### config.mk
export PLATFORM = sky130hd
export DESIGN_NAME = uart_tx_sched
export DESIGN_NICKNAME = d
export VERILOG_FILES = /design/src/rtl/uart_tx_sched.sv
export SDC_FILE = /design/constraint.sdc
export NUM_CORES = 1
export LEC_CHECK = 0
export CAP_MARGIN = 20
export CORE_AREA = 10 10 95 97
export CTS_CLUSTER_SIZE = 12
export DETAILED_ROUTE_END_ITERATION = 6
export DIE_AREA = 0 0 105 107
export MAX_ROUTING_LAYER = met4
export PLACE_DENSITY_LB_ADDON = 0.15
export SYNTH_ARGS = -nofsm -noshare
export SYNTH_HDL_FRONTEND = slang
export SYNTH_SLANG_ARGS = --single-unit
### constraint.sdc
create_clock -name clk -period 4.6 [get_ports clk]
set_input_delay 0.69 -clock clk [delete_from_list [all_inputs] [get_ports clk]]
set_output_delay 0.69 -clock clk [all_outputs]
set_load 0.005 [all_outputs]
### src/rtl/uart_tx_sched.sv
// Shares one uart_tx between echo bytes from the byte FIFO and ASCII time reports.
// Messages are granted round-robin: one echo byte or one complete 10-byte report.
module uart_tx_sched #(
    parameter int BUSY_TIMEOUT = 4
) (
    input  logic        clk,
    input  logic        rst,
    input  logic        echo_valid,
    input  logic [7:0]  echo_data,
    output logic        echo_pop,
    input  logic        rpt_req,
    input  logic [23:0] rpt_time,
    output logic        rpt_busy,
    output logic        rpt_done,
    output logic        tx_start,
    output logic [7:0]  tx_data,
    input  logic        tx_busy
);
    localparam int CW = $clog2(BUSY_TIMEOUT) + 1;

    typedef enum logic [1:0] {IDLE, START, WAIT_BUSY, WAIT_DONE} state_t;
    typedef enum logic {SRC_ECHO, SRC_RPT} src_t;

    state_t        state, state_nxt;
    src_t          src, last_src;
    logic          rpt_pend;
    logic [23:0]   snap, work;
    logic [3:0]    idx;
    logic [CW-1:0] cnt;
    logic          grant_echo, grant_rpt, advance, msg_end;

    function automatic logic [7:0] digit_ascii(input logic [3:0] d);
        return (d <= 4'd9) ? (8'h30 + {4'h0, d}) : 8'h3F;
    endfunction

    function automatic logic [7:0] rpt_byte(input logic [23:0] t, input logic [3:0] i);
        case (i)
            4'd0:    return digit_ascii(t[23:20]);
            4'd1:    return digit_ascii(t[19:16]);
            4'd3:    return digit_ascii(t[15:12]);
            4'd4:    return digit_ascii(t[11:8]);
            4'd6:    return digit_ascii(t[7:4]);
            4'd7:    return digit_ascii(t[3:0]);
            4'd2,
            4'd5:    return 8'h3A;
            4'd8:    return 8'h0D;
            default: return 8'h0A;
        endcase
    endfunction

    always_comb begin
        state_nxt  = state;
        echo_pop   = 1'b0;
        tx_start   = 1'b0;
        rpt_done   = 1'b0;
        grant_echo = 1'b0;
        grant_rpt  = 1'b0;
        advance    = 1'b0;
        msg_end    = 1'b0;
        case (state)
            IDLE: begin
                // On a tie the source that did not go last wins.
                if (echo_valid && (!rpt_pend || last_src == SRC_RPT)) begin
                    grant_echo = 1'b1;
                    echo_pop   = 1'b1;
                    state_nxt  = START;
                end else if (rpt_pend) begin
                    grant_rpt = 1'b1;
                    state_nxt = START;
                end
            end
            START: begin
                // Hold off the start strobe while the transmitter still reports busy.
                if (!tx_busy) begin
                    tx_start  = 1'b1;
                    state_nxt = WAIT_BUSY;
                end
            end
            WAIT_BUSY: begin
                if (tx_busy || cnt == CW'(BUSY_TIMEOUT - 1))
                    state_nxt = WAIT_DONE;
            end
            WAIT_DONE: begin
                if (!tx_busy) begin
                    if (src == SRC_ECHO) begin
                        msg_end   = 1'b1;
                        state_nxt = IDLE;
                    end else if (idx == 4'd9) begin
                        msg_end   = 1'b1;
                        rpt_done  = 1'b1;
                        state_nxt = IDLE;
                    end else begin
                        advance   = 1'b1;
                        state_nxt = START;
                    end
                end
            end
            default: state_nxt = IDLE;
        endcase
    end

    assign rpt_busy = rpt_pend | (src == SRC_RPT && state != IDLE);

    always_ff @(posedge clk or posedge rst) begin
        if (rst) begin
            state    <= IDLE;
            src      <= SRC_ECHO;
            last_src <= SRC_RPT;
            rpt_pend <= 1'b0;
            snap     <= '0;
            work     <= '0;
            idx      <= '0;
            cnt      <= '0;
            tx_data  <= 8'h00;
        end else begin
            state <= state_nxt;
            cnt   <= (state == WAIT_BUSY) ? cnt + 1'b1 : '0;

            // A new request overrides the clear that comes with a report grant.
            if (rpt_req) begin
                snap     <= rpt_time;
                rpt_pend <= 1'b1;
            end else if (grant_rpt) begin
                rpt_pend <= 1'b0;
            end

            if (grant_echo) begin
                tx_data <= echo_data;
                src     <= SRC_ECHO;
            end else if (grant_rpt) begin
                work    <= snap;
                idx     <= 4'd0;
                tx_data <= rpt_byte(snap, 4'd0);
                src     <= SRC_RPT;
            end else if (advance) begin
                idx     <= idx + 4'd1;
                tx_data <= rpt_byte(work, idx + 4'd1);
            end

            if (msg_end)
                last_src <= src;
        end
    end
endmodule

==> reports/qor.txt, run 1 <==
outcome = finished clean
worst r2r path cells = 6
count leader, synth = nand2_1
non-filler instance count after layout = 503
drt pass-1 iters = 4
global-route wire length before repair = 13100 um
# fillers = 655
Area contributors post-synth = dfrtp_1 48%, nand2_1 8.5%, mux2_2 8.1%, ha_1 3.9%, a21oi_1 2.9%
sequential fraction of the synthesis area = 48.7%
top_reg_cell synth = dfrtp_1
CP max FO = 11
Pleak = 1.92 nW
Clock Root Buffer = clkbuf_8
via/cell ratio = 5.43
critical path class = reg2out
Slew Limit Fails = 0
CTS clk-pin slew, worst paths = 0.07 ns
DR WL/cell = 15.1 um
Die X = 105 um
crit share post-route = 63.1%
critical path arrival = 2.21 ns
Worst Skew = 0.00941 ns
cell row count = 31
share of cells above drive strength 1 = 13.9%
H-tree depth = 3
fraction of registers with async set/reset = 100%
hold buffers post-CTS = 0
hpwl dp = 5380 um
CP endpoint kind = output pin
Syn Nets = 404
Hold Path Depth = 1
diode count = 0
number of I/O pins = 49
top cell type by total area after synthesis = dfrtp_1
worst IR drop on VDD = 0.255 mV
CTS buffer count = 9
worst skew pair latency = 0.35 ns
register bit total from synthesis = 68
post-cts resize count = 0
Cell variety after synth = 56
crit path cell chain = inv_1 > ha_1 > nand3b_1 > nor2_1 > clkdlybuf4s50_1
Synth warnings = 0
CP max stage cell = clkdlybuf4s50_1
Tot GR Track Use = 14.5%
Core ar. = 0.00714 sq mm
CP Launch Type = flip-flop
final setup vio count = 0
via count = 2731
wirelength, routed = 7580 um
Max Cap Viol = 0
routability cong. = 0.937
post-synthesis cell count = 356
top cell type's share of synthesized area = 47.9%
CP Depth = 5
Slowest Stage Delay on Critical Path = 0.51 ns
pin count of the biggest net entering global routing = 42
area grow syn2layout = 23.0%
post-route minimum period = 2.90 ns
# clock sinks = 68
Largest delay share family, worst path = buffers and inverters
post-route ant nets = 0
fin nets = 447
Sum Neg Setup Slack = 0 ns
f_max = 0.345 GHz
crit path buf inv count = 2
die area = 0.0112 sq mm
top cells by count, synth = 79 x nand2_1, 67 x dfrtp_1, 25 x mux2_2
Placed Cells = 486
power density cells = 582 mW/mm^2
CTS tree = yes
worst slew pin tran = 1.03 ns
Mapped Area = 0.00350 sq mm
grt ovf = 0
max_slew headroom = 31.6%
die span in y = 107 um
Port Buf Inserts = 48
Detailed Route Iter0 Violations = 124
Hold WC Path Type = reg2reg
Syn Area/Cell = 9.82 sq um
postcts setup bufs = 0
number of global-route vias before repair = 2834
R2R setup slack = 2.10 ns
number of remaining DRC errors = 0
critical path required time = 3.91 ns
CTS Buffer Depth = 2
Final Hold Vio Count = 0
initial core utilization = 49.0%
Post-synth EDFFs = 0
RSZ-0062 raised after global routing = false
antenna violations before repair = 0
-- layout make-up --
class	count	area, sq um	area share (%)
multi-input cells	259	1670	38.8
clock inverters	6	111	2.59
clock buffers	10	138	3.20
flip-flops and latches	68	1700	39.6
inverters	11	41.3	0.960
repair buffers	50	515	12.0
well taps	99	124	2.88
-- per-stage QoR --
stage          total power (W)  util, %  worst slack [ns]  hold WS [ns]  area [sq um]
2_1_floorplan          0.00161        -              2.20         0.409          3500
3_3_place_gp           0.00187     56.4              1.62         0.426          4030
3_5_place_dp           0.00190     56.4              1.55         0.436          4030
4_1_cts                0.00252     59.9              1.69         0.446          4280
5_1_grt                0.00270     60.3              1.56         0.464          4300
6_report               0.00250     60.3              1.70         0.446          4300
-- state kept, by name, summed over array words and instances (netlist names) --
register and count:
rpt_pend 1, tx_data 8, state 2, idx 4
src 1, last_src 1, work 24, cnt 3
snap 24
-- worst paths after layout --
check	startpoint	endpoint
setup / recovery	idx[1]	rpt_done
hold / removal	cnt[0]	cnt[0]
setup reg to reg	idx[0]	tx_data[1]
hold reg to reg	cnt[0]	cnt[0]
max in group asynchronous	rst	work[9]
min in group asynchronous	rst	snap[13]
-- placed cells by master (no fill, tap or decap), types with 5 or more instances in the layout --
cell type | synthesis | layout
clkdlybuf4s50_1 | 0 | 48
nor2_1 | 22 | 22
mux2_2 | 25 | 25
dfrtp_1 | 67 | 67
nand2_1 | 79 | 79
clkbuf_8 | 0 | 10
a21oi_1 | 20 | 20
o21a_1 | 5 | 5
a22oi_1 | 6 | 6
o21ai_0 | 12 | 12
a21o_1 | 10 | 10
inv_1 | 11 | 10
ha_1 | 11 | 11
-- logic make-up after synthesis --
kind of cell	synth area share [%]
AND/OR/NAND/NOR	16.7
AO/OA/AOI/OAI	17.5
XOR/XNOR	1.50
multiplexers	8.05
adder cells (fa/ha/maj)	3.94
flip-flops	48.7
buffers and inverters	3.54
-- metal layers --
metal | wire (um) | global-route usage [%]
met5 | 0 | -
met4 | 142 | 6.67
met2 | 3420 | 23.1
met1 | 3670 | 17.2
met3 | 339 | 3.23
-- worst register-to-register path: cells and delay by family (launching register included) --
kind	cells	cell delay [ns]
AO/OA/AOI/OAI	4	1.17
flip-flops	1	0.55
adder cells (fa/ha/maj)	1	0.48
buffers and inverters	1	0.18
-- power by group --
group / leakage [nW] / switching, W / internal [W]
combinational: 0.968 / 0.000500 / 0.000438
clock: 0.122 / 0.000235 / 0.000375
sequential: 0.825 / 0.000170 / 0.000786
total: 1.92 / 0.000904 / 0.00160
(Power assumes the default switching activity.)
==> inputs of run 2 (changes only) <==
- CORE_AREA: 10 10 95 97 -> 10 10 96 98
- DIE_AREA: 0 0 105 107 -> 0 0 106 108
- clock period: 4.6 -> 2.55 ns (I/O delays scaled with it)
==> run 2 against run 1 <==
  * Register-to-register slack worse by 1.9 ns
  * Clock-buffer cell count unchanged
  * Clock skew up 0.00090 ns
  * Cell count up 2.2%
  * Global-route usage up 0.27 points
==> reports/qor.txt, run 2 (synthesized netlist as in run 1, its figures left out) <==
outcome = finished clean
worst IR drop on VDD = 0.520 mV (+100%)
launch point of the worst path = idx[1]
crit share post-route = 93.8%
met3 routed WL = 316 um (-6.8%)
worst r2r path cells = 6 (unchanged)
metal2 WL = 3700 um (+8.0%)
number of I/O pins = 49 (unchanged)
Met1 Routed Length = 3820 um (+3.9%)
critical path required time = 2.17 ns (-1.74 ns)
initial core utilization = 47.0% (-2.0 points)
Core ar. = 0.00745 sq mm (+4.3%)
power density cells = 1020 mW/mm^2 (+75%)
RSZ-0062 raised after global routing = false
Die X = 106 um (+0.95%)
cell row count = 32 (+3.2%)
# clock sinks = 68 (unchanged)
antenna violations before repair = 0 (unchanged)
Pleak = 1.92 nW (+0.43%)
CP endpoint kind = output pin
post-route minimum period = 2.39 ns
post-route ant nets = 0 (unchanged)
pin count of the biggest net entering global routing = 38 (-9.5%)
diode count = 0 (unchanged)
area grow syn2layout = 23.8%
CP max stage cell = clkdlybuf4s50_1
critical path class = reg2out
CTS tree = yes
H-tree depth = 3 (unchanged)
Slew Limit Fails = 0 (unchanged)
Pint = 0.00275 W (+72%)
CTS clk-pin slew, worst paths = 0.08 ns (about the same)
worst skew pair latency = 0.34 ns (about the same)
die area = 0.0114 sq mm (+1.9%)
Final Hold Vio Count = 0 (unchanged)
Design Power = 0.00442 W (+77%)
postcts setup bufs = 0 (unchanged)
number of remaining DRC errors = 0 (unchanged)
fin nets = 455 (+1.8%)
final setup vio count = 0 (unchanged)
worst slew pin tran = 0.631 ns (-0.396 ns)
fin util = 58.1% (-2.2 points)
CTS Buffer Depth = 2 (unchanged)
net switching power = 0.00167 W (+84%)
Sum Neg Setup Slack = 0 ns (unchanged)
critical path arrival = 2.01 ns (-0.20 ns)
commonest non-fill, non-tap cell in the layout = nand2_1
routability cong. = 0.905 (-3.4%)
leading registers by flop count = snap (24), work (24), tx_data (8)
crit path cell chain = inv_2 > ha_4 > buf_4 > nand3b_1 > nor2_1 > clkdlybuf4s50_1
Worst Skew = 0.0103 ns (+0.000897 ns)
grt ovf = 0 (unchanged)
CP Launch Type = flip-flop
CTS buffer count = 9 (unchanged)
die span in y = 108 um (+0.93%)
CP max FO = 10 (-1)
via count = 2761 (+1.1%)
Gate power share = 40.8% (+3.3 points)
hpwl dp = 5930 um (+10%)
share of cells above drive strength 1 = 16.7% (+2.9 points)
Top Metal Used = met4
Slowest Stage Delay on Critical Path = 0.51 ns (about the same)
f_max = 0.418 GHz
Clock Power Share = 20.1% (-4.2 points)
global-route wire length before repair = 13400 um (+2.5%)
Max Cap Viol = 0 (unchanged)
Clock Root Buffer = clkbuf_8
commonest non-fill, non-tap cells in the layout = 79 x nand2_1, 65 x dfrtp_1, 48 x clkdlybuf4s50_1
drt pass-1 iters = 4 (unchanged)
Sw Ratio = 37.7% (+1.6 points)
wirelength, routed = 7970 um (+5.1%)
max_slew headroom = 57.9% (+26 points)
Sequential Power Share = 39.2% (+1.0 points)
DR WL/cell = 15.5 um (+2.9%)
Hold WC Path Type = in2async
Tot GR Track Use = 14.7% (+0.27 points)
RR Startpoint = idx[0]
number of global-route vias before repair = 2800 (-1.2%)
Detailed Route Iter0 Violations = 151 (+22%)
Port Buf Inserts = 48 (unchanged)
via/cell ratio = 5.37 (-1.1%)
-- run 2: through the flow --
stage	instance area (sq um)	hold slack, ns	worst slack (ns)	std cells
6_report	4330	0.406	0.159	514
5_1_grt	4330	0.441	0.0472	514
4_1_cts	4320	0.407	0.0134	514
3_5_place_dp	4110	0.429	0.182	498
3_3_place_gp	4110	0.421	0.279	498
2_1_floorplan	3500	0.409	0.458	356
-- run 2: cell type report --
type	count	area, sq um
fill	708	3120
sequential	68	1710
multi-input combinational	259	1690
timing repair buffer	58	568
clock buffer	10	138
tap	102	128
clock inverter	6	63.8
inverter	11	41.3
-- run 2: timing repair --
action	CTS	global route
hold buffers	0	0
pin swaps	0	0
setup endpoints to repair	1	5
resized for setup	2	4
hold endpoints to repair	0	0
-- run 2: final timing paths --
| check | end | slack (ns) |
|---|---|---|
| min in group clk | cnt[0] | 0.44 |
| worst min-delay path | work[4] | 0.41 |
| worst max register to register | tx_data[2] | 0.18 |
| worst min register to register | cnt[0] | 0.44 |
| max in group asynchronous | last_src | 1.51 |
| worst max-delay path | rpt_done | 0.16 |
-- run 2: power by group through the flow --
stage	registers [W]	clock network, W	logic [W]
after CTS	0.00173	0.000909	0.00180
after global routing	0.00180	0.000956	0.00202
after detailed placement	0.00174	0	0.00178
after floorplan	0.00166	0	0.00123
after global placement	0.00173	0	0.00175
final	0.00173	0.000886	0.00180
-- run 2: worst max-delay path: cells and delay by family (launching register included) --
family,cells,cell delay [ns]
simple gates,2,0.26
buf+inv,3,0.77
flops,1,0.47
fa+ha+maj,1,0.17
-- run 2: metal layers --
| metal | up-vias | global-route usage (%) |
|---|---|---|
| met4 | 0 | 5.03 |
| met1 | 1322 | 18.0 |
| met2 | 72 | 23.7 |
| met5 | - | - |
| li1 | 1352 | - |
| met3 | 15 | 3.27 |
==> inputs of run 3 (changes only) <==
- CORE_AREA: 10 10 96 98 -> 2 2 87 89
- DIE_AREA: 0 0 106 108 -> 0 0 89 91
- clock period: 2.55 -> 2.3 ns (I/O delays scaled with it)
==> run 3 against run 2 <==
  * Combinational power increased by 21%
  * Non-clock buffer count is 18 higher
  * Wire length shrank 6.1%
  * Clock power up 22%
  * Clock-buffer cell count up 2
  * Global-route usage is 5.7 points higher
  * Setup slack worse by 0.057 ns
  * Via count rose by 0.40%
  * Largest power group unchanged
==> reports/qor.txt, run 3 (synthesized netlist as in run 1, its figures left out) <==
wirelength, routed = 7480 um (-6.1%)
Sum Neg Setup Slack = 0 ns (unchanged)
worst IR drop on VDD = 0.460 mV (-12%)
global-route wire length before repair = 12400 um (-7.3%)
Clock Root Buffer = clkbuf_8
worst skew pair latency = 0.35 ns (about the same)
max_slew headroom = 70.6% (+13 points)
CP endpoint kind = flip-flop
critical path arrival = 2.43 ns (+0.42 ns)
post-route minimum period = 2.20 ns
CTS buffer count = 9 (unchanged)
worst slew pin tran = 0.436 ns (-0.195 ns)
Worst Skew = 0.00865 ns (-0.00166 ns)
hpwl dp = 5200 um (-12%)
Hold WC Path Type = in2async
CTS tree = yes
Core ar. = 0.00714 sq mm (-4.2%)
Final Hold Vio Count = 0 (unchanged)
Port Buf Inserts = 48 (unchanged)
f_max = 0.455 GHz
# clock sinks = 68 (unchanged)
hold buffers post-CTS = 0 (unchanged)
Detailed Route Iter0 Violations = 158 (+4.6%)
outcome = finished clean
most frequent CP cell = buf_4
pin count of the biggest net entering global routing = 69 (+82%)
Max Cap Viol = 0 (unchanged)
power density cells = 1150 mW/mm^2 (+12%)
cell row count = 31 (-3.1%)
number of I/O pins = 49 (unchanged)
CP Launch Type = flip-flop
crit path buf inv count = 3 (unchanged)
critical path required time = 2.53 ns (+0.36 ns)
Pleak = 2.04 nW (+6.1%)
Largest delay share family, worst path = compound AO/OA/AOI/OAI gates
Die X = 89 um (-16%)
number of global-route vias before repair = 2656 (-5.1%)
area grow syn2layout = 28.4%
fin nets = 473 (+4.0%)
RSZ-0062 raised after global routing = false
Tot GR Track Use = 20.4% (+5.7 points)
# fillers = 637 (-10%)
H-tree depth = 3 (unchanged)
via count = 2772 (+0.40%)
drt pass-1 iters = 5 (+1)
CP max stage cell = or4_1
grt ovf = 0 (unchanged)
CP max FO = 5 (-5)
via/cell ratio = 5.24 (-2.4%)
commonest non-fill, non-tap cell in the layout = nand2_1
diode count = 0 (unchanged)
die span in y = 91 um (-16%)
Design Power = 0.00515 W (+17%)
CTS clk-pin slew, worst paths = 0.08 ns (about the same)
crit path cell chain = buf_4 > buf_4 > a21bo_2 > a41oi_1 > buf_4 > a31oi_1 > or4_1 > a2bb2oi_1
DR WL/cell = 14.1 um (-8.8%)
routability cong. = 0.880 (-2.8%)
CTS Buffer Depth = 2 (unchanged)
hold_ws = 0.380 ns (-0.0260 ns)
commonest non-fill, non-tap cells in the layout = 79 x nand2_1, 64 x dfrtp_1, 47 x clkdlybuf4s50_1
critical path class = reg2reg
post-route ant nets = 0 (unchanged)
final setup vio count = 0 (unchanged)
share of cells above drive strength 1 = 20.7% (+4.0 points)
Slew Limit Fails = 0 (unchanged)
leading registers by flop count = snap (24), work (24), tx_data (8)
antenna violations before repair = 0 (unchanged)
initial core utilization = 49.0% (+2.0 points)
die area = 0.00810 sq mm (-29%)
number of remaining DRC errors = 0 (unchanged)
crit share post-route = 95.6%
Slowest Stage Delay on Critical Path = 0.49 ns (-0.02 ns)
-- run 3: what timing repair did --
| action | 4_1_cts | 5_1_grt |
|---|---|---|
| setup endpoints to repair | 4 | 5 |
| gates resized for setup | 4 | 7 |
| pin swaps | 0 | 1 |
| setup buffers | 3 | 4 |
-- run 3: stage by stage --
stage               setup slack (ns)  utilization (%)  cell area, sq um  cells
floorplan                      0.242                -              3500    356
global placement              0.0762             58.7              4190    506
detailed placement           0.00297             58.7              4190    506
CTS                           0.0261             62.3              4450    525
global route                  0.0281             62.9              4490    529
finish                         0.102             62.9              4490    529
-- run 3: where the power goes --
group          switching (W)  total, W  internal [W]
Combinational        0.00109   0.00217       0.00108
Clock               0.000439   0.00108      0.000639
Sequential          0.000322   0.00190       0.00158
-- run 3: final cells by class --
| class | instances | area [sq um] | share of cell area (%) |
|---|---|---|---|
| well taps | 99 | 124 | 2.76 |
| clock inverters | 4 | 72.6 | 1.62 |
| flip-flops and latches | 68 | 1710 | 38.0 |
| repair buffers | 76 | 706 | 15.7 |
| inverters | 11 | 41.3 | 0.919 |
| clock buffers | 12 | 145 | 3.23 |
| multi-input cells | 259 | 1700 | 37.8 |
-- run 3: worst paths after layout --
| check | to | start | slack, ns | depth (start not counted) |
|---|---|---|---|---|
| setup reg to reg | tx_data[0] | idx[1] | 0.10 | 8 |
| min in group clk | cnt[0] | cnt[0] | 0.44 | 1 |
| hold reg to reg | cnt[0] | cnt[0] | 0.44 | 1 |
| hold / removal | snap[3] | rst | 0.38 | 3 |
| setup / recovery | tx_data[0] | idx[1] | 0.10 | 8 |
| max in group asynchronous | last_src | rst | 1.58 | 3 |
-- run 3: worst min-delay path: stages --
cell             delay [ns]
clkdlybuf4s50_1        0.41
inv_2                  0.07
buf_12                 0.30
-- run 3: per-layer routing --
metal	part of all wire [%]	vias to the layer above	track usage, %
met5	0	-	-
met4	1.5	0	8.46
met3	5.7	12	4.91
li1	-	1387	-
met2	48	71	32.1
met1	45	1302	25.1
